### config.mk
export PLATFORM = sky130hd
export DESIGN_NAME = uart_reg_rd_port
export DESIGN_NICKNAME = d
export VERILOG_FILES = /design/src/rtl/uart_regs_pkg.sv /design/src/rtl/uart_reg_rd_port.sv
export SDC_FILE = /design/constraint.sdc
export NUM_CORES = 1
export LEC_CHECK = 0
export CAP_MARGIN = 15
export CORE_ASPECT_RATIO = 1.1
export CORE_MARGIN = 1.5
export CORE_UTILIZATION = 33
export CTS_CLUSTER_DIAMETER = 150
export DETAILED_ROUTE_END_ITERATION = 7
export GPL_TIMING_DRIVEN = 0
export PLACE_DENSITY = 0.88
export SLEW_MARGIN = 15
export SYNTH_ARGS = -nofsm -noshare
export SYNTH_HDL_FRONTEND = slang
export SYNTH_SLANG_ARGS = --single-unit
### constraint.sdc
create_clock -name clk_i -period 1.8 [get_ports clk_i]
set_input_delay 0.27 -clock clk_i [delete_from_list [all_inputs] [get_ports clk_i]]
set_output_delay 0.27 -clock clk_i [all_outputs]
set_load 0.02 [all_outputs]
### src/rtl/uart_regs_pkg.sv
// ============================================================================
// uart_regs_pkg
// ----------------------------------------------------------------------------
// Shared definitions for the UART peripheral register bank.
//
// Contents:
//   UART_DATA_W           default register / read-data width
//   REG_CTRL .. REG_BAUD  register index map of the UART register bank
//   rd_state_t            read-port response state (IDLE / RESP)
//   UART_COR_MASK_DEFAULT clear-on-read mask for the standard 4-register bank
//                         (only STATUS clears on read)
// ============================================================================
package uart_regs_pkg;

    // Default width of every UART register and of the read-data path.
    localparam int UART_DATA_W = 32;

    // Number of registers in the standard UART bank.
    localparam int UART_N_REGS = 4;

    // Register index map.
    localparam int REG_CTRL   = 0;
    localparam int REG_DATA   = 1;
    localparam int REG_STATUS = 2;
    localparam int REG_BAUD   = 3;

    // Read-port response state: IDLE holds no response, RESP presents one.
    typedef enum logic [0:0] {
        IDLE = 1'b0,
        RESP = 1'b1
    } rd_state_t;

    // STATUS carries sticky event flags that the owner clears once software
    // has read them, so it is the only clear-on-read register by default.
    localparam logic [UART_N_REGS-1:0] UART_COR_MASK_DEFAULT =
        UART_N_REGS'(1) << REG_STATUS;

endpackage : uart_regs_pkg

### src/rtl/uart_reg_rd_port.sv
// ============================================================================
// uart_reg_rd_port
// ----------------------------------------------------------------------------
// Registered read port for the UART register bank. A request is accepted
// when rd_req_i && rd_ready_o; one cycle later the selected register value
// is presented on rdata_o with rvalid_o high and is held until the consumer
// takes it (rvalid_o && rready_i). Out-of-range addresses return
// DEFAULT_DATA with rerr_o set. Registers flagged in COR_MASK get a one-cycle
// cor_clr_o pulse in the cycle after their read is accepted.
//
// Parameters:
//   DATA_W        register and read-data width
//   N_REGS        number of readable registers (>= 2)
//   ADDR_W        read address width
//   COR_MASK      bit k set -> register k is clear-on-read
//   DEFAULT_DATA  data returned for an invalid address
//
// Ports:
//   clk_i       in   clock, rising edge
//   rst_i       in   synchronous active-high reset
//   rd_req_i    in   read request
//   rd_addr_i   in   register index, sampled on accept
//   rd_ready_o  out  request can be accepted this cycle
//   regs_i      in   flattened register values, reg k at [k*DATA_W +: DATA_W]
//   rdata_o     out  response data
//   rvalid_o    out  response valid
//   rready_i    in   response consumed when rvalid_o && rready_i
//   rerr_o      out  response belongs to an invalid address
//   cor_clr_o   out  one-hot clear-on-read pulse, one cycle wide
// ============================================================================
module uart_reg_rd_port
    import uart_regs_pkg::*;
#(
    parameter int                 DATA_W       = UART_DATA_W,
    parameter int                 N_REGS       = 4,
    parameter int                 ADDR_W       = (N_REGS > 2) ? $clog2(N_REGS) : 1,
    parameter logic [N_REGS-1:0]  COR_MASK     = '0,
    parameter logic [31:0]        DEFAULT_DATA = 32'hDEAD_BEEF
) (
    input  logic                     clk_i,
    input  logic                     rst_i,
    input  logic                     rd_req_i,
    input  logic [ADDR_W-1:0]        rd_addr_i,
    output logic                     rd_ready_o,
    input  logic [N_REGS*DATA_W-1:0] regs_i,
    output logic [DATA_W-1:0]        rdata_o,
    output logic                     rvalid_o,
    input  logic                     rready_i,
    output logic                     rerr_o,
    output logic [N_REGS-1:0]        cor_clr_o
);

    // Invalid-address data, resized to the data width (truncated when
    // DATA_W is below 32 bits, zero-extended above).
    localparam logic [DATA_W-1:0] DEFAULT_RD = DATA_W'(DEFAULT_DATA);

    rd_state_t           state;
    logic                accept;
    logic                addr_valid;
    logic [DATA_W-1:0]   sel_data;
    logic [N_REGS-1:0]   addr_onehot;

    // A new request can be taken whenever no response is pending, or when
    // the pending one is being consumed in this very cycle. The rready_i
    // term is what allows a read every cycle without a bubble.
    assign rd_ready_o = (state == IDLE) || rready_i;
    assign accept     = rd_req_i && rd_ready_o;
    assign rvalid_o   = (state == RESP);

    // Address range check; non-power-of-two banks leave unused codes.
    assign addr_valid = int'(rd_addr_i) < N_REGS;

    // Register selector. Each register is compared against the address and
    // picked with a constant part-select, so an out-of-range address can
    // never index outside regs_i; it simply falls back to DEFAULT_RD.
    always_comb begin
        sel_data    = DEFAULT_RD;
        addr_onehot = '0;
        for (int k = 0; k < N_REGS; k++) begin
            if (int'(rd_addr_i) == k) begin
                sel_data       = regs_i[k*DATA_W +: DATA_W];
                addr_onehot[k] = 1'b1;
            end
        end
    end

    // Response state and data capture. Data is captured in the accept cycle,
    // so later changes of regs_i (including the owner's clear triggered by
    // cor_clr_o) never disturb the value being returned. After a handshake
    // without a new accept, rdata_o/rerr_o keep their last values.
    always_ff @(posedge clk_i) begin
        if (rst_i) begin
            state   <= IDLE;
            rdata_o <= '0;
            rerr_o  <= 1'b0;
        end else if (accept) begin
            state   <= RESP;
            rdata_o <= sel_data;
            rerr_o  <= !addr_valid;
        end else if ((state == RESP) && rready_i) begin
            state   <= IDLE;
        end
    end

    // Clear-on-read pulse, aligned with the response becoming valid. An
    // invalid address has an all-zero one-hot, so it never clears anything;
    // reset suppresses a pulse that would otherwise be due.
    always_ff @(posedge clk_i) begin
        if (rst_i) begin
            cor_clr_o <= '0;
        end else if (accept) begin
            cor_clr_o <= COR_MASK & addr_onehot;
        end else begin
            cor_clr_o <= '0;
        end
    end

endmodule : uart_reg_rd_port

### Yosys cells after proc, flatten, opt, wreduce, memory -nomap -nowiden

Cells that the tools add are included.

| storage, ports and cells | value |
|---|---|
| ROM bits | 0 |
| word-level logic and storage cells | 17 |
| bits of input ports | 134 |
| bits in writable memories | 0 |
| bits in latches | 0 |
| flip-flop bits (word level) | 33 |
| memories | 0 |
| output and inout bits | 39 |

| operators by class | value |
|---|---|
| muxes and demuxes | 6 |
| bitwise gates (word level) | 1 |
| reduce and logical (&&, ||, !) cells | 5 |
| multipliers | 0 |
| equality and inequality tests | 3 |
| shifts and indexed selects | 0 |
| magnitude comparators | 0 |
| div/mod/pow operators | 0 |
| add/sub/neg operators | 0 |

Operators with widths:

| cell | count |
|---|---|
| 32-bit two-way mux | 4 |
| 2-bit equality test, second input constant | 2 |
| 2-bit by 1-bit equality test with 1-bit output, second input constant | 1 |
| 1-bit logical AND | 2 |
| 2-bit logical NOT | 1 |
| 1-bit two-way mux | 2 |
| 2-bit nonzero test | 1 |
| 1-bit logical OR | 1 |
| 1-bit NOT | 1 |

### Depth between registers and ports, before layout

Gate-level depths: netlist of run 1.

| depth | value |
|---|---|
| word-level depth | 5 |
| depth in mapped cells | 4 |
| depth with buffers taken out | 3 |

### Least setup slack after synthesis of run 1

No wires, ideal clock.

| timing path | value |
|---|---|
| path type | in2reg |
| start | input rd_addr_i[0] |
| end | register rdata_o[0] |
| arrival time | 1.200 ns |
| buffers on the path | 2 |
| data required time | 1.683 ns |
| setup slack | 0.483 ns |
| stages | 4 |
| path through | buf_6 buf_6 mux4_2 a22o_1 |

| between the ends | value |
|---|---|
| word-level cells in the longest chain between the ends | 5 |
| elaborated cells on any way between the ends | 8 |

RTL lines:

| element | line | RTL |
|---|---|---|
| start, declared | uart_reg_rd_port.sv:43 | `input logic [ADDR_W-1:0] rd_addr_i,` |
| 2-bit logical NOT | uart_reg_rd_port.sv:80 | `if (int'(rd_addr_i) == k) begin` |
| 32-bit two-way mux (3 in series) | uart_reg_rd_port.sv:80 |  |
| 32-bit two-way mux * | uart_reg_rd_port.sv:80 |  |
| end signal, assigned | uart_reg_rd_port.sv:98 | `rdata_o <= sel_data;` |
| end, declared | uart_reg_rd_port.sv:46 | `output logic [DATA_W-1:0] rdata_o,` |

Mark *: on every way between the ends. The rest lies on a longest branch, timed or not.
A chain may end at the register's enable or synchronous reset.

### Worst setup path after layout of run 1

| timing path | value |
|---|---|
| start | input rready_i |
| end | output rd_ready_o |

| between the ends | value |
|---|---|
| word-level cells in the longest chain between the ends | 1 |

RTL lines:

| element | line | RTL |
|---|---|---|
| start, declared | uart_reg_rd_port.sv:48 | `input logic rready_i,` |
| 1-bit logical OR | uart_reg_rd_port.sv:66 | `assign rd_ready_o = (state == IDLE) \|\| rready_i;` |
| end, declared | uart_reg_rd_port.sv:44 | `output logic rd_ready_o,` |

Every way passes these cells.

==> reports/results.ini, run 1 <==
[setup_path]
crit_fanout=4
cp-end-kind=primary output
cp-startpoint=rready_i
cp.arrival_ns=1.45
worst-setup-path-type=in -> out
r2r_start=rvalid_o$_SDFFE_PP0P_
required_ns=1.53
ff2ff_setup_slack_ns=0.34
worstSetupStartpointType=input pin

[die]
initial_core_util_pct=34.2
coreArea_um2=5360
dieArea_um2=6000
die_h_um=81.1
io_pins=173
std_cell_rows=28
floorplan.die.width_um=74.0

[timing]
clock.fmax_mhz=582
period_share_pct=95.4
rsz0062_at_grt=no
skew_ns=0.00703
hold_slack_ns=0.476
hold_viol_final=0
min_period_ns=1.72
finalSetupViolCount=0
final_max_slew_viol_count=0
finalSetupTns_ns=0

[yosys]
synthMuxAreaShare_pct=39.8
synth-xor-area-share_pct=0
netlist_area_um2=1830
synth_top_family_by_area=multiplexers
seq_area_frac_synth_pct=36.1
synth_cell_types=14
ys_ff_latch=33
yosysWarnings=0
synth_compound_area_share_pct=15.9
yosys.area_share.simple_pct=1.16
synth-adder-area-share_pct=0
syn_inst=121
avgSynthCellArea_um2=15.1

[detailed_routing]
dr.first_iter.drc_count=38
wl_um=6340
wl_met1_um=2080
ant_nets=0
routedWlPerCell_um=17.0
routed-wl-met3_um=611
top_layer=met4
met2_wirelength_um=3580
vias=1867
drc=0
drt_pass1_iterations=4
via_per_inst=5.01

[cells_and_area]
nets=432
layout_common_cells=166 x clkdlybuf4s50_1, 33 x dfxtp_1, 32 x a22o_1
fillers=418
stdcell_count=373
ff_latch_area_um2=661
final_layout_size_suffix_gt1_share_pct=18.5
area_growth_pct=103
utilization_pct=69.2
diodes=0
multi_input_area_um2=1060
layout_commonest_cell=clkdlybuf4s50_1

[cts]
clkTransAtPathRegs_ns=0.07
cts_sinks=33
clk_latency_ns=0.28
post_cts_buffers=0
cts_tree=built
cts_inserted_buffers=5
cts_max_level=2
cts_root_buf=clkbuf_8
clockBufferDepth=2

[min_path]
hp-start=rdata_o[7]$_SDFFE_PP0P_
holdCritPathClass=reg -> reg

[job]
cap_violations=0

[grt]
grt_pass1_wl_um=9470
grt.overflow.total=0
grt_max_degree=11
grt_util_all_layers_pct=21.2
antenna_found_initial=0
grt_pass1_vias=2018

[power_and_ir_drop]
p_total_w=0.00224
powerDensity_nw_per_um2=604
vdd_ir_drop_max_mv=0.291
leakagePower_nw=1.41

[placed_design]
gp_congestion=0.707
place_hpwl_um=5220
dp_cells=366
port_buffers=166

[status]
status=finished, final reports clean

[flip-flops by register name, summed over array words and instances (netlist names)]
signal / flops
rdata_o: 32
rvalid_o: 1
[cells in the mapped netlist, drive strengths merged]
cell type | instances | share of area [%]
a21oi | 2 | 0.55
a22o | 32 | 15
buf | 16 | 6.3
clkbuf | 2 | 0.41
conb | 1 | 0.20
dfxtp | 33 | 36
inv | 1 | 0.20
mux4 | 32 | 40
nand2b | 1 | 0.48
nor3b | 1 | 0.68
[metrics by stage]
| step | area (um2) | setup WS [ns] |
|---|---|---|
| 3_5_place_dp | 3600 | -0.280 |
| 3_3_place_gp | 3600 | -0.254 |
| 2_1_floorplan | 1850 | 0.483 |
| 6_report | 3710 | 0.0825 |
| 4_1_cts | 3700 | 0.00173 |
| 5_1_grt | 3710 | 0.0289 |
[worst paths after layout]
check / cells after the start / end
setup reg to reg: 4 / rdata_o[0]$_SDFFE_PP0P_
hold reg to reg: 1 / rdata_o[7]$_SDFFE_PP0P_
hold / removal: 1 / rdata_o[7]$_SDFFE_PP0P_
setup / recovery: 3 / rd_ready_o
[layer usage]
layer,up-vias,GRT usage [%]
li1,857,-
met1,895,21.7
met2,106,40.6
met3,9,7.20
met4,0,5.19
met5,-,0
[what timing repair did]
action	CTS	global route
gates resized for setup	0	2
hold buffers	0	0
endpoints found under the setup margin	0	16
[power breakdown]
part / internal [W] / switching, W / total [W] / leakage [nW]
Sequential: 0.000788 / 0.0000299 / 0.000818 / 0.272
Clock: 0.000402 / 0.000257 / 0.000659 / 0.0540
Combinational: 0.000514 / 0.000248 / 0.000761 / 1.08
[logic make-up (layout without fill, tap and decap cells)]
group,count (synthesis),in the layout
flops,33,33
mux,32,32
buf+inv,19,192
other cells,1,5
simple gates,2,2
compound gates,34,34
[critical path: stages]
cell,delay (ns)
clkdlybuf4s50_1,0.44
nand2b_2,0.13
clkdlybuf4s50_1,0.60
[cell type report]
type,count,area share [%]
timing repair buffer,166,44.8
multi-input combinational,73,28.6
sequential,33,17.8
buffer,18,3.37
tap,75,2.53
clock buffer,5,1.86
clock inverter,2,0.945
inverter,1,0.101
(Power assumes the default switching activity.)
==> inputs of run 2 (changes only) <==
==> constraint.sdc (replaced) <==
create_clock -name clk_i -period 1.8 [get_ports clk_i]
set_input_delay 0.18 -clock clk_i [delete_from_list [all_inputs] [get_ports clk_i]]
set_output_delay 0.18 -clock clk_i [all_outputs]
set_load 0.02 [all_outputs]
==> run 2 against run 1 <==
Flip-flop and latch count unchanged. Die area unchanged. First-iteration DRC count did not move. Combinational power barely moved. Count of clock-buffer cells in the layout did not move. Setup slack gained 0.014 ns. Clock skew barely moved. Sequential power about the same.
==> reports/results.ini, run 2 (same netlist as run 1, synthesis figures left out) <==
[timing]
finalSetupViolCount=0  ; unchanged
tightest_slew_ns=0.585
rsz0062_at_grt=no
period_share_pct=94.7  ; -0.75 points
skew_ns=0.00703  ; +0.0000000500 ns
hold_viol_final=0  ; unchanged
final_max_slew_viol_count=0  ; unchanged
min_period_ns=1.70  ; -0.0136 ns
slew_headroom_pct=61.0
clock.fmax_mhz=587  ; +0.80%

[power_and_ir_drop]
p_total_w=0.00224  ; about the same
powerDensity_nw_per_um2=604  ; about the same
vdd_ir_drop_max_mv=0.291  ; about the same
leakagePower_nw=1.40  ; -0.42%

[cts]
hold_buffers=0  ; unchanged
cts_max_level=2  ; unchanged
post_cts_buffers=0  ; unchanged
cts_root_buf=clkbuf_8
cts_sinks=33  ; unchanged
clockBufferDepth=2  ; unchanged
cts_resized=0  ; unchanged
cts_inserted_buffers=5  ; unchanged
clkTransAtPathRegs_ns=0.06  ; about the same
cts_tree=built
clk_latency_ns=0.28  ; about the same

[setup_path]
cp-startpoint=rd_addr_i[1]
r2r_start=rvalid_o$_SDFFE_PP0P_
required_ns=1.96  ; +0.43 ns
worstSetupStartpointType=input pin
cp.arrival_ns=1.87  ; +0.42 ns
critPathBufInv=2  ; unchanged
crit_fanout=10  ; +6
critPathTopFamily=buffers and inverters
cp-end-kind=flop
path_depth=4  ; +1
worst-setup-path-type=in -> reg
rr_worst_depth=4  ; unchanged
slowest_delay_ns=0.59  ; about the same
crit_chain=clkdlybuf4s50_1 > buf_1 > mux4_2 > a22o_1
cp_slowest_cell=clkdlybuf4s50_1

[detailed_routing]
wl_um=6320  ; -0.27%
drc=0  ; unchanged
via_per_inst=5.00  ; -0.11%
routedWlPerCell_um=16.9  ; -0.27%
vias=1865  ; -0.11%
ant_nets=0  ; unchanged
drt_pass1_iterations=4  ; unchanged
dr.first_iter.drc_count=38  ; unchanged

[grt]
grt_max_degree=11  ; unchanged
grt_util_all_layers_pct=21.2  ; unchanged
grt_use_met3_pct=7.20  ; unchanged
grt.overflow.total=0  ; unchanged
grt_pass1_wl_um=9470  ; unchanged
antenna_found_initial=0  ; unchanged
grt_busiest_layer=met2
use_met2_pct=40.6  ; unchanged
grt_pass1_vias=2018  ; unchanged
gr-usage-met1_pct=21.7  ; unchanged

[cells_and_area]
area_growth_pct=102  ; about the same
regMostFlops=rdata_o
diodes=0  ; unchanged
largest_reg_flops=32  ; unchanged
final_layout_size_suffix_gt1_share_pct=17.8  ; -0.67 points
layout_commonest_cell=clkdlybuf4s50_1
layout_common_cells=166 x clkdlybuf4s50_1, 33 x dfxtp_1, 32 x a22o_1
stdcell_count=373  ; unchanged
nets=432  ; unchanged

[status]
status=finished, final reports clean

[die]
std_cell_rows=28  ; unchanged
die_h_um=81.1  ; unchanged
io_pins=173  ; unchanged
coreArea_um2=5360  ; unchanged
dieArea_um2=6000  ; unchanged
floorplan.die.width_um=74.0  ; unchanged
initial_core_util_pct=34.2  ; unchanged

[placed_design]
gp_congestion=0.707  ; unchanged
port_buffers=166  ; unchanged
place_hpwl_um=5220  ; unchanged
dp_cells=366  ; unchanged

[job]
cap_violations=0  ; unchanged

[min_path]
min_path_cells=3  ; +2
holdCritPathClass=in -> reg
hp-start=rd_addr_i[0]

[run 2: cell count changes in the layout (fill, tap and decap cells not counted), sizes merged]
cell,previous run,this run
buf,14,16
clkbuf,9,7
[run 2: final cells by class]
cell class / count / area [um2]
multi-input combinational: 73 / 1060
inverter: 1 / 3.75
fill: 415 / 1660
tap: 75 / 93.8
clock buffer: 5 / 68.8
clock inverter: 2 / 35.0
timing repair buffer: 166 / 1660
buffer: 18 / 123
sequential: 33 / 661
[run 2: routing by layer]
metal	share of wire [%]	wire, um	vias up
met1	33	2060	892
met4	1.1	71	0
met2	57	3580	108
met3	9.7	615	9
li1	-	-	856
met5	0	0	-
[run 2: per-stage QoR]
stage,util [%],instance area (um2),TNS (ns),hold slack [ns],setup WS [ns]
after floorplan,-,1850,0,0.249,0.485
after global placement,67.2,3600,-2.97,0.460,-0.164
after detailed placement,67.2,3600,-3.12,0.467,-0.190
after CTS,69.1,3700,0,0.409,0.0917
after global routing,69.1,3700,0,0.422,0.0266
final,69.1,3700,0,0.409,0.0961
[run 2: tightest hold or removal path, stage by stage]
cell and delay (ns):
buf_6 0.11, mux4_1 0.25, a22o_1 0.12
[run 2: path summary, 6_finish.rpt]
| path | endpoint | slack (ns) |
|---|---|---|
| worst max-delay path | rdata_o[0]$_SDFFE_PP0P_ | 0.1 |
| worst min-delay path | rdata_o[18]$_SDFFE_PP0P_ | 0.41 |
| worst max register to register | rdata_o[0]$_SDFFE_PP0P_ | 0.34 |
| worst min register to register | rdata_o[7]$_SDFFE_PP0P_ | 0.48 |
[run 2: power by group]
part / internal, W / leakage [nW] / switching [W]
Clock: 0.000402 / 0.0540 / 0.000257
Combinational: 0.000513 / 1.08 / 0.000248
Sequential: 0.000788 / 0.272 / 0.0000299
Total: 0.00170 / 1.40 / 0.000534
